==> config.mk <==
export PLATFORM = sky130hd
export DESIGN_NAME = seq_divider_flat
export DESIGN_NICKNAME = d
export VERILOG_FILES = /design/src/rtl/seq_divider_pkg.sv /design/src/rtl/seq_divider_if.sv /design/src/rtl/seq_divider_step.sv /design/src/rtl/seq_divider.sv /design/src/flat_wrapper.sv
export SDC_FILE = /design/constraint.sdc
export NUM_CORES = 1
export LEC_CHECK = 0
export BUFFER_PORTS_ARGS = -buffer_cell sky130_fd_sc_hd__buf_4
export CAP_MARGIN = 30
export CORE_MARGIN = 10
export CORE_UTILIZATION = 61
export DETAILED_ROUTE_END_ITERATION = 8
export MAX_ROUTING_LAYER = met4
export PLACE_DENSITY_LB_ADDON = 0.12
export SYNTH_ARGS = -nofsm -noshare
export SYNTH_HDL_FRONTEND = slang
export SYNTH_SLANG_ARGS = --single-unit
==> constraint.sdc <==
create_clock -name clk -period 8.4 [get_ports clk]
set_input_delay 1.68 -clock clk [delete_from_list [all_inputs] [get_ports clk]]
set_output_delay 1.68 -clock clk [all_outputs]
set_load 0.01 [all_outputs]
==> src/rtl/seq_divider_pkg.sv <==
// Shared types and constants for the iterative radix-2 restoring divider.
// The default datapath width and the iteration count are the same number.
package seq_divider_pkg;

  typedef enum logic [1:0] {
    IDLE = 2'd0,
    BUSY = 2'd1,
    DONE = 2'd2
  } div_state_t;

  localparam int DIV_ITERS = 64;
  localparam int CNT_W     = $clog2(DIV_ITERS);

endpackage : seq_divider_pkg

==> src/rtl/seq_divider_if.sv <==
// valid/data_ok handshake between the execute-stage ALU (master) and the divider (slave).
interface seq_divider_if #(
  parameter int WIDTH = 64
);

  logic             valid;
  logic             is_signed;
  logic             flush;
  logic [WIDTH-1:0] a;
  logic [WIDTH-1:0] b;
  logic             data_ok;
  logic [WIDTH-1:0] quot;
  logic [WIDTH-1:0] rem;

  modport master (
    output valid, is_signed, flush, a, b,
    input  data_ok, quot, rem
  );

  modport slave (
    input  valid, is_signed, flush, a, b,
    output data_ok, quot, rem
  );

endinterface : seq_divider_if

==> src/rtl/seq_divider_step.sv <==
// One restoring-division step: shift the next dividend bit into the partial
// remainder, subtract the divisor when it fits, and report the quotient bit.
module seq_divider_step #(
  parameter int WIDTH = 64
) (
  input  logic [WIDTH-1:0] r,
  input  logic             din,
  input  logic [WIDTH-1:0] d,
  output logic [WIDTH-1:0] r_nxt,
  output logic             qbit
);

  logic [WIDTH:0] shifted;

  // The shifted value needs one extra bit for the compare; after the
  // subtraction the result is below d, so the low WIDTH bits are exact.
  always_comb begin
    shifted = {r, din};
    qbit    = (shifted >= {1'b0, d});
    r_nxt   = qbit ? (shifted[WIDTH-1:0] - d) : shifted[WIDTH-1:0];
  end

endmodule : seq_divider_step

==> src/rtl/seq_divider.sv <==
// Iterative signed/unsigned restoring divider, one quotient bit per cycle,
// responding on the valid/data_ok handshake with registered quot/rem.
//
// state | meaning
// IDLE  | waiting for valid; accepts a request when flush is low
// BUSY  | iterating, one quotient bit per cycle over WIDTH cycles
// DONE  | data_ok high for one cycle; always returns to IDLE
module seq_divider
  import seq_divider_pkg::*;
#(
  parameter int WIDTH = DIV_ITERS
) (
  input  logic           clk,
  input  logic           resetn,
  seq_divider_if.slave   bus
);

  localparam int            CW   = $clog2(WIDTH);
  localparam logic [CW-1:0] LAST = CW'(WIDTH - 1);

  div_state_t       state;
  div_state_t       state_nxt;

  logic [CW-1:0]    cnt;
  logic [WIDTH-1:0] dvd;
  logic [WIDTH-1:0] dsr;
  logic [WIDTH-1:0] prem;
  logic             sign_q;
  logic             sign_r;
  logic [WIDTH-1:0] quot_r;
  logic [WIDTH-1:0] rem_r;

  logic             accept;
  logic             div_zero;
  logic             last_iter;
  logic [WIDTH-1:0] a_mag;
  logic [WIDTH-1:0] b_mag;
  logic [WIDTH-1:0] step_r;
  logic             step_q;
  logic [WIDTH-1:0] q_final;

  assign accept    = (state == IDLE) && bus.valid && !bus.flush;
  assign div_zero  = (bus.b == '0);
  assign last_iter = (state == BUSY) && (cnt == LAST);

  // INT_MIN negates to itself, which read as unsigned is the correct magnitude.
  assign a_mag = (bus.is_signed && bus.a[WIDTH-1]) ? -bus.a : bus.a;
  assign b_mag = (bus.is_signed && bus.b[WIDTH-1]) ? -bus.b : bus.b;

  // The dividend register doubles as the quotient register: dividend bits
  // leave at the top while quotient bits enter at the bottom.
  seq_divider_step #(
    .WIDTH (WIDTH)
  ) u_step (
    .r     (prem),
    .din   (dvd[WIDTH-1]),
    .d     (dsr),
    .r_nxt (step_r),
    .qbit  (step_q)
  );

  assign q_final = {dvd[WIDTH-2:0], step_q};

  always_ff @(posedge clk or negedge resetn) begin
    if (!resetn) begin
      state <= IDLE;
    end else begin
      state <= state_nxt;
    end
  end

  always_comb begin
    state_nxt = state;
    unique case (state)
      IDLE:    if (accept) state_nxt = div_zero ? DONE : BUSY;
      BUSY:    if (last_iter) state_nxt = DONE;
      DONE:    state_nxt = IDLE;
      default: state_nxt = IDLE;
    endcase
    if (bus.flush) begin
      state_nxt = IDLE;
    end
  end

  always_ff @(posedge clk or negedge resetn) begin
    if (!resetn) begin
      cnt    <= '0;
      dvd    <= '0;
      dsr    <= '0;
      prem   <= '0;
      sign_q <= 1'b0;
      sign_r <= 1'b0;
      quot_r <= '0;
      rem_r  <= '0;
    end else if (!bus.flush) begin
      if (accept) begin
        if (div_zero) begin
          quot_r <= '1;
          rem_r  <= bus.a;
        end else begin
          dvd    <= a_mag;
          dsr    <= b_mag;
          prem   <= '0;
          cnt    <= '0;
          sign_q <= bus.is_signed & (bus.a[WIDTH-1] ^ bus.b[WIDTH-1]);
          sign_r <= bus.is_signed & bus.a[WIDTH-1];
        end
      end else if (state == BUSY) begin
        dvd  <= {dvd[WIDTH-2:0], step_q};
        prem <= step_r;
        cnt  <= cnt + 1'b1;
        if (last_iter) begin
          quot_r <= sign_q ? -q_final : q_final;
          rem_r  <= sign_r ? -step_r  : step_r;
        end
      end
    end
  end

  assign bus.data_ok = (state == DONE);
  assign bus.quot    = quot_r;
  assign bus.rem     = rem_r;

endmodule : seq_divider

==> src/flat_wrapper.sv <==
// flat-port wrapper written by rule: the top's interface ports become plain ports
module seq_divider_flat import seq_divider_pkg::*;
#(
  parameter int WIDTH = DIV_ITERS
)
  (clk, resetn, bus_valid, bus_is_signed, bus_flush, bus_a, bus_b, bus_data_ok, bus_quot, bus_rem);
  seq_divider_if #(.WIDTH(WIDTH)) bus_i ();
  input  logic clk;
  input  logic resetn;
  input wire logic [$bits(bus_i.valid)-1:0] bus_valid;
  input wire logic [$bits(bus_i.is_signed)-1:0] bus_is_signed;
  input wire logic [$bits(bus_i.flush)-1:0] bus_flush;
  input wire logic [$bits(bus_i.a)-1:0] bus_a;
  input wire logic [$bits(bus_i.b)-1:0] bus_b;
  output wire logic [$bits(bus_i.data_ok)-1:0] bus_data_ok;
  output wire logic [$bits(bus_i.quot)-1:0] bus_quot;
  output wire logic [$bits(bus_i.rem)-1:0] bus_rem;
  assign bus_i.valid = bus_valid;
  assign bus_i.is_signed = bus_is_signed;
  assign bus_i.flush = bus_flush;
  assign bus_i.a = bus_a;
  assign bus_i.b = bus_b;
  assign bus_data_ok = bus_i.data_ok;
  assign bus_quot = bus_i.quot;
  assign bus_rem = bus_i.rem;
  seq_divider #(.WIDTH(WIDTH)) u_core (.clk(clk), .resetn(resetn), .bus(bus_i));
endmodule
==> metrics <==
Initial DRC Count 3,089; number of nets with antenna violations after routing 0; RSZ-0062 raised after global routing false; sequential area share after synthesis between 30% and 40%; largest net degree at the start of global routing 168; minimum clock period around 6600 ps; Yosys top cell area share ~33%; post-placement cell count 3,828; crit end category flop; post-synthesis async set-or-reset flop share 100%; H-tree levels 2; root buffer cell clkbuf_16; syn_nets ~3,400; Final Non-Filler Cells approximately 3,900; CP startpoint kind flop; Main synth FF type dfrtp_1; first-pass GRT wire length ~130,000 um; Setup TNS 0 ps; Req. time, crit path between 8000 and 9000 ps; Post-route DRC 0; worst setup margin approximately 1800 ps; total grt overflow 0; Syn Area/Cell a little under 8 um^2; area grow syn2layout 13.8%; Worst Tran Pin Value ~1100 ps; count of final max-slew check failures 0; # Post-CTS Setup Buffers 0; Worst EP arrival roughly 7100 ps; Core Region about 41,000 um^2; Hold Violations, Final 0; vias in the first global route 24,000; Distinct cells, synth 110; clk buf depth 3; Rel. slew slack between 20% and 30%; Synth area leaders dfrtp_1 (33%), nand2_1 (6.4%), o21ai_0 (6.2%); Synth warnings 0; Final Wtd Congestion between 0.9 and 1; final worst path period share just under 80%; Synth Instances ~3,200; clk_skew around 22 ps; vias per inst between 6 and 7; TritonRoute pass-1 iters 7; # rows 74; largest fanout on the critical path 11; EDFF count, synth 0; die area around 50,000 um^2; Mapped Area roughly 25,000 um^2; Clk Latency, worst-skew pair 580 ps; Max Cap Viol 0; Yosys reg bits 330; Setup WS pre-CTS around 1500 ps; post_cts resized 0; critical path class reg2reg; routed wire length ~86,000 um; outcome completed; fmax between 150 and 200 MHz; IO Count roughly 260; clock-pin slew on the worst setup and hold paths around 60 ps; path type of the worst min-delay path reg2reg; total power between 10 and 15 mW; gr usage total between 30% and 40%; NumNets Final about 3,500; Initial Utilization a little over 60%; CTS tree built; Max VDD drop 222 uV; number of setup violations in the final report 0; layout cells sized above 1 13.4%; CTS buffer count 38; Port Buffers roughly 260; worst reg-to-reg setup slack between 1500 and 2000 ps; hold bufs inserted after CTS 0; vias 25,600; Die W 223 um; cell taking the most area after synthesis dfrtp_1; Num Clock Sinks 330; DIE HEIGHT 223 um; pwr/cell area approximately 410 nW/um^2; Post-DP HPWL 65,100 um; DR WL/cell around 22 um; LEAKAGE around 12 nW; initial antenna violation count 1
## per-stage QoR
step / util (%) / cell area (um^2) / hold slack [ps]
floorplan: - / 25200 / 450
finish: 70.2 / 28700 / 483
CTS: 69.9 / 28600 / 485
global placement: 66.5 / 27200 / 464
detailed placement: 66.6 / 27300 / 472
global route: 70.2 / 28700 / 492
## registers in the layout, indices dropped and copies added, names as in the netlist
signal           cells
u_core.state         2
u_core.sign_q        1
u_core.dsr          64
u_core.bus.quot     64
u_core.cnt           6
u_core.sign_r        1
u_core.prem         64
u_core.dvd          64
u_core.bus.rem      64
## worst paths after layout
kind | depth (start not counted) | end | start
worst min-delay path | 2 | u_core.dsr[60] | u_core.dsr[60]
worst max register to register | 19 | u_core.bus.rem[58] | u_core.prem[15]
worst min register to register | 2 | u_core.dsr[60] | u_core.dsr[60]
worst max-delay path | 19 | u_core.bus.rem[58] | u_core.prem[15]
max in group asynchronous | 2 | u_core.state[0] | resetn
min in group asynchronous | 1 | u_core.bus.rem[15] | resetn
## where the power goes
part | switching [mW] | leakage [nW] | internal (mW) | total (mW)
Sequential | 0.645 | 4.08 | 2.19 | 2.83
Clock | 0.718 | 0.662 | 1.07 | 1.79
Combinational | 4.58 | 7.57 | 2.60 | 7.19
Total | 5.95 | 12.3 | 5.86 | 11.8
## layout by cell type (no fill, tap or decap), types with 9 or more instances in the layout
master and count:
or2_2 13, ha_1 69, o21ai_0 312, a21oi_1 305
and2_1 13, o21ai_1 11, nand4b_1 9, or3_1 52
a21o_1 32, nor3_1 63, o21bai_1 10, nor2_1 329
nand2b_1 14, nand3_1 49, nor2b_1 9, buf_4 281
xor2_1 171, inv_1 97, nand2_1 430, nor4_1 22
xnor2_1 114, a32o_1 25, and4_1 12, a31oi_1 57
a211oi_1 17, or4_1 29, o211ai_1 15, nand4_1 43
o41ai_1 25, o31ai_1 96, dfrtp_1 330, o21a_1 15
and3_1 15, mux2i_1 40, a41oi_1 11, clkbuf_16 39
## logic make-up (layout without fill, tap and decap cells)
kind of cell / count (synthesis) / after routing / share of synthesized area, %
AND/OR/NAND/NOR: 1146 / 1146 / 21.4
AO/OA/AOI/OAI: 1033 / 1033 / 25.6
flip-flops: 330 / 330 / 32.7
buffers and inverters: 301 / 459 / 4.98
XOR/XNOR: 285 / 285 / 9.89
adder cells (fa/ha/maj): 70 / 70 / 3.50
multiplexers: 46 / 46 / 1.85
other: 0 / 3 / 0
## synthesized netlist by cell type (12+ instances only)
cell	count
nand2_1	430
dfrtp_1	330
nor2_1	330
o21ai_0	312
a21oi_1	305
xor2_1	171
clkbuf_1	115
xnor2_1	114
inv_1	97
o31ai_1	96
ha_1	69
nor3_1	63
a31oi_1	57
buf_2	55
or3_1	52
nand3_1	49
nand4_1	43
mux2i_1	40
a21o_1	32
or4_1	29
a32o_1	25
o41ai_1	25
nor4_1	22
buf_1	18
a211oi_1	17
and3_1	15
nand2b_1	15
o211ai_1	15
o21a_1	15
and2_1	13
and4_1	12
or2_2	12
## layer usage
metal	wire (um)	GRT usage (%)	share of wire, %	vias up
li1	-	-	-	11800
met1	36900	46.3	43	12200
met2	37900	50.8	44	1461
met3	8790	6.04	10	168
met4	2480	10.0	2.9	0
met5	0	-	0	-
## critical path: stages, from the launching register on
cell and delay (ps):
dfrtp_1 460, ha_1 480, a21oi_1 370, o21ai_0 180
a221oi_2 350, o21ai_1 130, o2111ai_2 530, nand2_4 130
inv_2 280, mux2i_1 390, ha_1 280, nand3_1 120
or3_1 460, nor4_1 520, o2111ai_2 350, o21ba_2 390
nand3_1 190, o31a_1 340, or4_1 470, nand3_1 80
## layout make-up
class,instances,area [um^2]
clock buffers,48,1080
repair buffers,291,2310
flip-flops and latches,330,8260
inverters,99,374
well taps,532,666
clock inverters,21,272
multi-input cells,2580,15800
diodes,3,7.51
fillers,3353,12200
Power figures use the tool's default switching activity.
